**config.mk**
```make
export PLATFORM = sky130hd
export DESIGN_NAME = mes_period_flat
export DESIGN_NICKNAME = d
export VERILOG_FILES = /design/src/rtl/mes_period_pkg.sv /design/src/rtl/mes_period_if.sv /design/src/rtl/mes_period_bcd4_cnt.sv /design/src/rtl/mes_period.sv /design/src/flat_wrapper.sv
export SDC_FILE = /design/constraint.sdc
export NUM_CORES = 1
export LEC_CHECK = 0
export CORE_AREA = 2 2 69 71
export DETAILED_ROUTE_END_ITERATION = 10
export DIE_AREA = 0 0 71 73
export GPL_TIMING_DRIVEN = 0
export PLACE_DENSITY = 0.67
export SYNTH_ARGS = -nofsm -noshare
export SYNTH_HDL_FRONTEND = slang
export SYNTH_SLANG_ARGS = --single-unit
```
**constraint.sdc**
```tcl
create_clock -name clk -period 2.1 [get_ports clk]
set_input_delay 0.42 -clock clk [delete_from_list [all_inputs] [get_ports clk]]
set_output_delay 0.42 -clock clk [all_outputs]
set_load 0.01 [all_outputs]
```
**src/rtl/mes_period_pkg.sv**
```systemverilog
// Shared types, constants and BCD helper for the period meter.
package mes_period_pkg;

  localparam int unsigned DIGITS = 4;
  localparam int unsigned DW     = 4;
  localparam int unsigned CW     = DIGITS * DW;

  typedef enum logic [1:0] {
    ST_IDLE = 2'd0,
    ST_MEAS = 2'd1,
    ST_OVF  = 2'd2
  } state_e;

  localparam logic [CW-1:0] BCD_MAX  = 16'h9999;
  localparam logic [CW-1:0] BCD_ZERO = 16'h0000;
  localparam logic [CW-1:0] BCD_ONE  = 16'h0001;

  // Result registers presented to the display side.
  typedef struct packed {
    logic [CW-1:0] per;
    logic          upd;
    logic          ovf;
  } per_res_t;

  // Increment a 4-digit BCD value with 9->0 digit carry.
  function automatic logic [CW-1:0] bcd_inc(input logic [CW-1:0] v);
    logic [CW-1:0] r;
    logic          c;
    r = v;
    c = 1'b1;
    for (int i = 0; i < int'(DIGITS); i++) begin
      if (c) begin
        if (v[i*DW +: DW] == DW'(9)) begin
          r[i*DW +: DW] = DW'(0);
        end else begin
          r[i*DW +: DW] = v[i*DW +: DW] + DW'(1);
          c = 1'b0;
        end
      end
    end
    return r;
  endfunction

endpackage

```
**src/rtl/mes_period_if.sv**
```systemverilog
// Measurement bus: strobe and signal in, latched period and flags out.
interface mes_period_if;
  import mes_period_pkg::*;

  logic          ce;
  logic          MX;
  logic [CW-1:0] PER;
  logic          upd;
  logic          ovf;

  modport master (output ce, output MX, input PER, input upd, input ovf);
  modport slave  (input ce, input MX, output PER, output upd, output ovf);
endinterface

```
**src/rtl/mes_period_bcd4_cnt.sv**
```systemverilog
// Four-digit BCD counter with clear / load-one over increment.
module bcd4_cnt
  import mes_period_pkg::*;
(
  input  logic          clk,
  input  logic          rst_n,
  input  logic          clr_i,
  input  logic          ld1_i,
  input  logic          inc_i,
  output logic [CW-1:0] q_o,
  output logic          tc_o
);

  logic [CW-1:0] q_q, q_d;
  logic          tc_q;

  // Next count: clear, then load 0001, then increment.
  always_comb begin
    q_d = q_q;
    if (clr_i) begin
      q_d = BCD_ZERO;
    end else if (ld1_i) begin
      q_d = BCD_ONE;
    end else if (inc_i) begin
      q_d = bcd_inc(q_q);
    end
  end

  // Count register; terminal count is registered alongside so it tracks q_q.
  always_ff @(posedge clk or negedge rst_n) begin
    if (!rst_n) begin
      q_q  <= BCD_ZERO;
      tc_q <= 1'b0;
    end else begin
      q_q  <= q_d;
      tc_q <= (q_d == BCD_MAX);
    end
  end

  assign q_o  = q_q;
  assign tc_o = tc_q;

endmodule

```
**src/rtl/mes_period.sv**
```systemverilog
// Period meter: syncs MX, counts ce strobes between rising edges in BCD.
module mes_period
  import mes_period_pkg::*;
(
  input  logic         clk,
  input  logic         rst_n,
  mes_period_if.slave  bus
);

  logic          s0_q, s1_q, s2_q;
  logic          rise;
  state_e        state_q, state_d;
  per_res_t      res_q, res_d;
  logic          cnt_clr, cnt_ld1, cnt_inc;
  logic [CW-1:0] cnt_q;
  logic          cnt_tc;

  // Two-flop synchroniser plus history flop for edge detection.
  always_ff @(posedge clk or negedge rst_n) begin
    if (!rst_n) begin
      s0_q <= 1'b0;
      s1_q <= 1'b0;
      s2_q <= 1'b0;
    end else begin
      s0_q <= bus.MX;
      s1_q <= s0_q;
      s2_q <= s1_q;
    end
  end

  assign rise = s1_q & ~s2_q;

  bcd4_cnt u_cnt (
    .clk   (clk),
    .rst_n (rst_n),
    .clr_i (cnt_clr),
    .ld1_i (cnt_ld1),
    .inc_i (cnt_inc),
    .q_o   (cnt_q),
    .tc_o  (cnt_tc)
  );

  // Next state, counter control and result latching.
  always_comb begin
    state_d     = state_q;
    res_d       = res_q;
    res_d.upd   = 1'b0;
    cnt_clr     = 1'b0;
    cnt_ld1     = 1'b0;
    cnt_inc     = 1'b0;
    unique case (state_q)
      ST_IDLE: begin
        // First edge only opens the window.
        cnt_clr = 1'b1;
        if (rise) begin
          state_d = ST_MEAS;
        end
      end
      ST_MEAS: begin
        if (rise) begin
          // Edge wins over a coincident ce, even at 9999.
          res_d.per = cnt_q;
          res_d.upd = 1'b1;
          res_d.ovf = 1'b0;
          if (bus.ce) begin
            cnt_ld1 = 1'b1;
          end else begin
            cnt_clr = 1'b1;
          end
        end else if (bus.ce) begin
          if (cnt_tc) begin
            state_d   = ST_OVF;
            res_d.per = BCD_MAX;
            res_d.ovf = 1'b1;
          end else begin
            cnt_inc = 1'b1;
          end
        end
      end
      ST_OVF: begin
        // Interrupted period is discarded; restart silently.
        if (rise) begin
          state_d = ST_MEAS;
          cnt_clr = 1'b1;
        end
      end
      default: begin
        state_d = ST_IDLE;
        cnt_clr = 1'b1;
      end
    endcase
  end

  // State and output registers.
  always_ff @(posedge clk or negedge rst_n) begin
    if (!rst_n) begin
      state_q <= ST_IDLE;
      res_q   <= '{per: BCD_ZERO, upd: 1'b0, ovf: 1'b0};
    end else begin
      state_q <= state_d;
      res_q   <= res_d;
    end
  end

  assign bus.PER = res_q.per;
  assign bus.upd = res_q.upd;
  assign bus.ovf = res_q.ovf;

endmodule

```
**src/flat_wrapper.sv**
```systemverilog
// flat-port wrapper written by rule: the top's interface ports become plain ports
module mes_period_flat import mes_period_pkg::*;
  (clk, rst_n, bus_ce, bus_MX, bus_PER, bus_upd, bus_ovf);
  mes_period_if bus_i ();
  input  logic clk;
  input  logic rst_n;
  input wire logic [$bits(bus_i.ce)-1:0] bus_ce;
  input wire logic [$bits(bus_i.MX)-1:0] bus_MX;
  output wire logic [$bits(bus_i.PER)-1:0] bus_PER;
  output wire logic [$bits(bus_i.upd)-1:0] bus_upd;
  output wire logic [$bits(bus_i.ovf)-1:0] bus_ovf;
  assign bus_i.ce = bus_ce;
  assign bus_i.MX = bus_MX;
  assign bus_PER = bus_i.PER;
  assign bus_upd = bus_i.upd;
  assign bus_ovf = bus_i.ovf;
  mes_period u_core (.clk(clk), .rst_n(rst_n), .bus(bus_i));
endmodule
```
-- Word level (Yosys, flattened, before mapping)
Index checks and enable logic that the tools add are counted.
- $add $sub $neg: 4
- eq/ne operators: 11
- mux-type cells: 47
- bitwise logic cells: 2
- reduce and logical (&&, ||, !) cells: 6
- operators by type and width (cell ; count):
    $mux W16 ; 6
    $mux W4 ; 7
    $mux W1 ; 27
    $add A4 B1 Y4 const B ; 4
    $eq A16 B16 Y1 const B ; 1
    $eq A4 B4 Y1 const B ; 4
    $mux W2 ; 5
    $ne A2 B2 Y1 const B ; 3
    $pmux W2 S2 ; 1
    $reduce_and A4 Y1 ; 1
    $reduce_bool A2 Y1 ; 2
    $reduce_and A3 Y1 ; 1
    $eq A2 B1 Y1 const B ; 1
    $eq A2 B2 Y1 const B ; 1
    $logic_not A2 Y1 ; 1
    $ne A2 B1 Y1 const B ; 1
    $pmux W1 S2 ; 1
    $reduce_or A2 Y1 ; 1
    $and A1 B1 Y1 ; 1
    $not A1 Y1 ; 1
- register bits: 40
- input port bits: 4
- output and inout port bits: 18
- logic and storage cells: 79

-- Logic depth before layout (Yosys ltp)
Gate-level depths: netlist of the first run.
- word-level depth: 20
- gate-level depth with buffers: 8
- mapped depth without buffers: 8

-- Cells and area by module
Synthesis of the first run repeated with hierarchy kept, for this count alone.
- cells, all modules: 187
- area total of the unflattened synthesis: 2021.9 um2
- modules (own cells, without submodules) (module ; times used ; cells each ; area each (um2) ; seq. area each (um2)):
    mes_period ; 1 ; 85 ; 1033.5 ; 575.6
    bcd4_cnt ; 1 ; 102 ; 988.4 ; 425.4

-- Worst setup path after synthesis of the first run
No wires, ideal clock.
- path kind: register to register
- start: register u_core.state_q[1]
- end: register u_core.u_cnt.tc_q (netlist: u_core.u_cnt.tc_o)
- library setup time: 120 ps
- data arrival time: 1945 ps
- data required time: 1980 ps
- setup slack: 35 ps
- stages on the path, launching flop included: 9
- buffers on the path: 0
- clock period less this slack: 2065 ps
- cell sequence: dfrtp_1 -> inv_1 -> ha_1 -> and2_1 -> nand3_1 -> o41a_1 -> a221oi_2 -> a2111oi_1 -> and4_1
- cells in the longest elaborated chain, start to end: 6
- elaborated cells between the ends (all ways): 9
- classes of those cells: eq/ne (3); mux (6)
- RTL lines (item ; line ; RTL):
    start: declaration ; mes_period.sv:12 ; state_e state_q, state_d;
    start signal: assignment ; mes_period.sv:100 ; state_q <= state_d;
    $eq A2 B1 Y1 ; mes_period.sv:51 ; unique case (state_q)
    $mux W1 ; mes_period.sv:51 ;
    $mux W16 ; mes_period_bcd4_cnt.sv:24 ; end else if (inc_i) begin
    $mux W16 ; mes_period_bcd4_cnt.sv:22 ; end else if (ld1_i) begin
    $mux W16 (*) ; mes_period_bcd4_cnt.sv:20 ; if (clr_i) begin
    $eq A16 B16 Y1 (*) ; mes_period_bcd4_cnt.sv:36 ; tc_q <= (q_d == BCD_MAX);
    end signal: assignment ; mes_period_bcd4_cnt.sv:36 ;
    end: declaration ; mes_period_bcd4_cnt.sv:15 ; logic tc_q;
Every way passes the cells marked *; elsewhere a longest branch is shown, timed or not.
A chain may end at the register's enable or synchronous reset.

-- Worst setup path after layout of the first run
- start: register u_core.u_cnt.q_q[2] (netlist: u_core.u_cnt.q_o[2])
- end: register u_core.u_cnt.tc_q (netlist: u_core.u_cnt.tc_o)
- cells in the longest elaborated chain, start to end: 18
- elaborated cells between the ends (all ways): 22
- classes of those cells: add/sub (1); eq/ne (2); mux (19)
- RTL lines (item ; line ; RTL):
    start: declaration ; mes_period_bcd4_cnt.sv:14 ; logic [CW-1:0] q_q, q_d;
    start signal: assignment ; mes_period_bcd4_cnt.sv:35 ; q_q <= q_d;
    $eq A4 B4 Y1 ; mes_period_pkg.sv:33 ; if (v[i*DW +: DW] == DW'(9)) begin
    $mux W1 ; mes_period_pkg.sv:33 ;
    $mux W1 ; mes_period_bcd4_cnt.sv:24 ;
    $mux W1 ; mes_period_bcd4_cnt.sv:22 ;
    $mux W1 ; mes_period_bcd4_cnt.sv:20 ;
    $mux W1 ; mes_period_pkg.sv:32 ; if (c) begin
    $mux W1 ; mes_period_bcd4_cnt.sv:24 ;
    $mux W1 ; mes_period_bcd4_cnt.sv:22 ;
    [... 2 more ...] ; - ;
    $mux W1 ; mes_period_bcd4_cnt.sv:24 ;
    $mux W1 ; mes_period_bcd4_cnt.sv:22 ;
    $mux W1 ; mes_period_bcd4_cnt.sv:20 ;
    $mux W4 ; mes_period_pkg.sv:32 ;
    $mux W16 (*) ; mes_period_bcd4_cnt.sv:24 ;
    $mux W16 (*) ; mes_period_bcd4_cnt.sv:22 ;
    $mux W16 (*) ; mes_period_bcd4_cnt.sv:20 ;
    $eq A16 B16 Y1 (*) ; mes_period_bcd4_cnt.sv:36 ;
Every way passes the cells marked *; elsewhere a longest branch is shown, timed or not. The select of a mux whose other input is x is not followed.

==> flow_summary.ini, run 1 <==
[sta]
fmax_mhz = 475
tns_ns = -0.00498
slew_headroom = 0.426
hold_viol_final = 0
maxSlewViolCount = 0
fin_hold_ws_ns = 0.223
layout_setup_ws_ns = -0.00498
layout_min_cycle_time_ns = 2.10
setup_viol = 1
rsz0062_at_grt = true
fin_crit_sh = 1.00
worst_pin_slew_ns = 0.861
finClkSkew_ns = 0.00779

[power]
leakage_nw = 1.03
p_clk_frac = 0.268
ir_drop_v = 0.000281
pwr-share-comb = 0.264
pwr-share-seq = 0.468
switching_share = 0.304
p_switching_mw = 0.600
power_density_mw_per_mm2 = 816
p_int_mw = 1.37

[floorplan]
die_h_um = 73
die_area_mm2 = 0.00518
core_area_mm2 = 0.00454
rows = 25
ios = 22
dieWidth_um = 71
start_util = 0.428

[clock_network]
cts_max_path_buffers = 2
cts-root-buf = clkbuf_8
path_clk_slew_ns = 0.08
cts_buffers = 5
clk_latency_ns = 0.30
htree_levels = 2
clock_sinks = 40
tritoncts = yes
hold_buffers = 0

[synth]
yosysMostFrequentCell = dfrtp_1
synthTopCellsByArea = dfrtp_1, nor2_1, o21ai_0
yosys_warnings = 0
synth-edff-count = 0
syn_nets = 205
synth_flop_cell = dfrtp_1
synth_cells = 197
synthTopCellsByCount = dfrtp_1, nor2_1, o21ai_0, nand2_1, a21oi_1
avgSynthCellArea_um2 = 9.86
ys_types = 39
ys_ff_latch = 40
synthesis.area_mm2 = 0.00194
synthArstFlopShare = 1.00
synth_top_area_frac = 0.515
yosysSeqAreaShare = 0.515
yosysTopAreaCell = dfrtp_1

[global_route]
grt_pass1_wl_um = 7000
grt_overflow = 0
first_global_vias = 1447
grt_max_degree = 41
grtUsageTotal = 0.176
antenna_found_initial = 0

[worst_setup_path]
cp.required_ns = 2.29
worstPathArrival_ns = 2.30
start_kind = flip-flop
end_kind = flip-flop
path_class = reg2reg
reg2reg_setup_slack_ns = -0.005
cp_max_fo = 5

[layout]
layout.nets = 241
design_area_mm2 = 0.00242
antenna_cells = 0
area_delta_synth_final_pct = 24.5
drive_gt1_frac = 0.150
fillers = 414
final_util = 0.533

[route]
top_layer = met4
vias = 1541
drt_iter0_drc = 180
drt-met1-wl_um = 1910
viasPerCell = 5.35
wl_met3_um = 141
drt-total-wl_um = 4080
wl_per_cell_um = 14.2
drt_pass1_iterations = 4
drcViolationCount = 0
wl_met2_um = 1920
detail-route-antenna-nets = 0

[run_status]
violations = setup timing
status = finished with violations

[placed_design]
globalplace.congestion = 0.859
post-place-ws_ns = -0.548
dp_hpwl_um = 2780
placed_area_mm2 = 0.00221
port_buffers = 21

[hold_path]
min_path_type = in2async

[job]
drv_cap = 0
[sequential cells by signal, indices dropped and copies added (netlist names)]
register	cells
u_core.bus.PER	16
u_core.bus.ovf	1
u_core.bus.upd	1
u_core.s0_q	1
u_core.s1_q	1
u_core.s2_q	1
u_core.state_q	2
u_core.u_cnt.q_o	16
u_core.u_cnt.tc_o	1
[cell usage in the layout (no fill, tap or decap), types with 2 or more instances in the layout]
| master | instances |
|---|---|
| nor4_1 | 4 |
| o21ai_0 | 18 |
| inv_1 | 4 |
| a22o_1 | 8 |
| a21oi_1 | 11 |
| nand2_1 | 17 |
| clkbuf_2 | 4 |
| and4_1 | 2 |
| dfrtp_1 | 39 |
| clkbuf_1 | 4 |
| nor3_1 | 2 |
| clkdlybuf4s50_1 | 20 |
| clkbuf_8 | 6 |
| buf_4 | 9 |
| ha_1 | 3 |
| xor2_1 | 4 |
| a31oi_1 | 3 |
| nand2b_1 | 3 |
| nand3_1 | 5 |
| nand4_1 | 2 |
| nor2b_1 | 9 |
| xnor2_1 | 2 |
| nor2_1 | 25 |
| nor3b_1 | 3 |
| clkinv_2 | 2 |
[power by group through the flow]
stage	registers, mW	logic (mW)	clock network, mW
4_1_cts	0.921	0.513	0.544
3_3_place_gp	0.933	0.495	0
5_1_grt	0.936	0.581	0.568
2_1_floorplan	0.971	0.216	0
6_report	0.923	0.520	0.529
3_5_place_dp	0.936	0.499	0
[logic make-up (layout without fill, tap and decap cells)]
kind of cell / Yosys count / after routing / share of synthesized area
compound gates: 47 / 47 / 0.157
xor+xnor: 6 / 6 / 0.0271
buf+inv: 15 / 52 / 0.0335
flops: 40 / 40 / 0.515
mux: 1 / 1 / 0.00515
fa+ha+maj: 4 / 4 / 0.0258
simple gates: 84 / 84 / 0.236
[worst paths after layout]
check | cells past startpoint | from | endpoint
hold reg to reg | 0 | u_core.s0_q | u_core.s1_q
max in group asynchronous | 1 | rst_n | u_core.u_cnt.q_o[1]
setup / recovery | 7 | u_core.u_cnt.q_o[2] | u_core.u_cnt.tc_o
hold / removal | 1 | rst_n | u_core.s0_q
min in group clk | 0 | u_core.s0_q | u_core.s1_q
setup reg to reg | 7 | u_core.u_cnt.q_o[2] | u_core.u_cnt.tc_o
[worst max-delay path: stages, from the launching register on]
cell       delay [ns]
dfrtp_1          0.38
buf_6            0.13
nand4bb_4        0.22
or3_4            0.41
o41a_1           0.33
a221oi_2         0.28
a2111oi_2        0.07
and4_1           0.19
[stage by stage]
stage | std cells | total power, mW
after floorplan | 197 | 1.19
after global placement | 272 | 1.43
after detailed placement | 272 | 1.44
after CTS | 282 | 1.98
after global routing | 288 | 2.09
final | 288 | 1.97
[final cells by class]
class                      count  area [um^2]  area share
timing repair buffer          30          273       0.113
multi-input combinational    142          917       0.379
buffer                         9         46.3      0.0192
tap                           54         67.6      0.0280
clock buffer                   6         82.6      0.0342
inverter                       5         18.8     0.00776
sequential                    40         1000       0.415
clock inverter                 2         10.0     0.00414
[repair_timing]
item	in CTS	in global routing
resized for setup	7	11
setup buffers	3	6
pin swaps	5	1
endpoints found under the setup margin	11	28
[routing by layer]
layer,track usage,vias up
met3,0.0428,8
met5,0,-
met1,0.227,733
li1,-,768
met2,0.277,32
met4,0.0860,0
No activity file was read; power rests on OpenSTA's default activity.
==> run 2: changes to the inputs <==
- DONT_BUFFER_PORTS: unset -> 1
- PLACE_DENSITY: 0.67 -> unset
==> run 2 against run 1 <==
Critical endpoint unchanged. Cell count decreased by 4.9%. Die area unchanged. Fmax increased by 0.24%. Clock skew increased by 0.0046 ns. The run still ends with setup timing left.
==> flow_summary.ini, run 2 (synthesis gave the netlist of run 1 again) <==
[global_route]
first_global_vias = 1506
grt_pass1_wl_um = 7220
grtUsageTotal = 0.180
antenna_found_initial = 0
grt_overflow = 0
grt_max_degree = 41

[floorplan]
die_h_um = 73
core_area_mm2 = 0.00454
start_util = 0.428
dieWidth_um = 71
rows = 25
ios = 22
die_area_mm2 = 0.00518

[placed_design]
port_buffers = 0
dp_hpwl_um = 2920
globalplace.congestion = 0.819

[sta]
fin_crit_sh = 1.00
slew_headroom = 0.671
layout_min_cycle_time_ns = 2.10
setup_viol = 1
hold_viol_final = 0
rsz0062_at_grt = true
finClkSkew_ns = 0.0124
worst_pin_slew_ns = 0.493
fmax_mhz = 476
maxSlewViolCount = 0
layout_setup_ws_ns = -0.0000235
fin_hold_ws_ns = 0.151

[clock_network]
clock_sinks = 40
path_clk_slew_ns = 0.08
htree_levels = 2
clk_latency_ns = 0.29
cts_max_path_buffers = 2
tritoncts = yes
cts-root-buf = clkbuf_8
cts_buffers = 5

[run_status]
status = finished with violations
violations = setup timing

[layout]
layout_commonest_cell = dfrtp_1
final_cell_mix = dfrtp_1, nor2_1, nand2_1, o21ai_0, buf_4
drive_gt1_frac = 0.186
layout.nets = 227
antenna_cells = 0
area_delta_synth_final_pct = 18.8

[power]
leakage_nw = 0.987
power_density_mw_per_mm2 = 789
fin_total_pwr_mw = 1.82
ir_drop_v = 0.000251

[worst_setup_path]
cp.required_ns = 2.28
end_kind = flip-flop
reg2reg_setup_slack_ns = -0.00002
worstPathArrival_ns = 2.28
worstReg2RegEnd = u_core.u_cnt.tc_o
cp_max_fo = 3
rr_startpoint = u_core.u_cnt.q_o[2]
worst_r2r_path_depth = 7
path_class = reg2reg
start_kind = flip-flop

[route]
drt_iter0_drc = 79
drt-total-wl_um = 4410
wl_per_cell_um = 16.1
drcViolationCount = 0
drt_pass1_iterations = 6
viasPerCell = 5.57
detail-route-antenna-nets = 0
vias = 1527

[hold_path]
whs_path_depth = 0
min_from = bus_MX
min_path_type = in2reg
hold_end = u_core.s0_q

[job]
drv_cap = 0
==> run 2: timing repair <==
item                                    in CTS  in global routing
hold endpoints to repair                    40                  0
hold buffers                                 2                  0
gates resized for setup                      7                 14
pin swaps                                    8                  6
endpoints found under the setup margin      11                 14
buffers inserted                            10                  4
==> run 2: worst max path at each step <==
stage                   endpoint  cells past startpoint           startpoint
3_3_place_gp   u_core.u_cnt.tc_o                      8    u_core.state_q[1]
5_1_grt        u_core.u_cnt.tc_o                      8    u_core.state_q[1]
3_5_place_dp   u_core.u_cnt.tc_o                      8    u_core.state_q[1]
4_1_cts        u_core.u_cnt.tc_o                      8  u_core.u_cnt.q_o[2]
6_report       u_core.u_cnt.tc_o                      7  u_core.u_cnt.q_o[2]
2_1_floorplan  u_core.u_cnt.tc_o                      8    u_core.state_q[1]
==> run 2: per-layer routing <==
layer,up-vias,GRT usage,share of wire
li1,733,-,-
met1,748,0.218,0.46
met2,39,0.306,0.48
met3,7,0.0497,0.042
met4,0,0.0734,0.017
met5,-,0,0
==> run 2: per-stage QoR <==
step	TNS, ns	cell area [um^2]	cells	worst slack (ns)	util
after detailed placement	-0.398	2010	251	-0.317	0.443
final	-0.0000235	2310	274	-0.0000235	0.509
after global routing	-0.0774	2310	274	-0.0774	0.509
after CTS	-0.368	2230	270	-0.0841	0.491
after global placement	-0.266	2010	251	-0.243	0.443
after floorplan	0	1940	197	0.0350	-
==> run 2: where the power goes <==
group / switching, mW / leakage [nW] / internal [mW] / total [mW]
registers: 0.114 / 0.531 / 0.867 / 0.981
logic: 0.222 / 0.407 / 0.119 / 0.341
clock network: 0.268 / 0.0479 / 0.231 / 0.499
total: 0.604 / 0.987 / 1.22 / 1.82
==> run 2: cell type report <==
type	instances	area [um^2]
Timing Repair Buffer	16	151
Buffer	9	43.8
Multi-Input combinational cell	142	935
Sequential cell	40	1000
Tap cell	54	67.6
Inverter	5	18.8
Clock buffer	5	68.8
Clock inverter	3	18.8
Fill cell	419	2230
==> run 2: critical path, stage by stage (launching register included) <==
cell and delay, ns:
dfrtp_1 0.39, buf_6 0.12, nand4bb_4 0.19, or3_4 0.40, o41a_1 0.33, a221oi_2 0.27
a2111oi_2 0.07, and4_1 0.22
==> run 3: changes to the inputs <==
- CTS_CLUSTER_DIAMETER: unset -> 80
==> results of run 3 <==
Same layout as run 2: the final DEF is identical, and so are final timing and power.
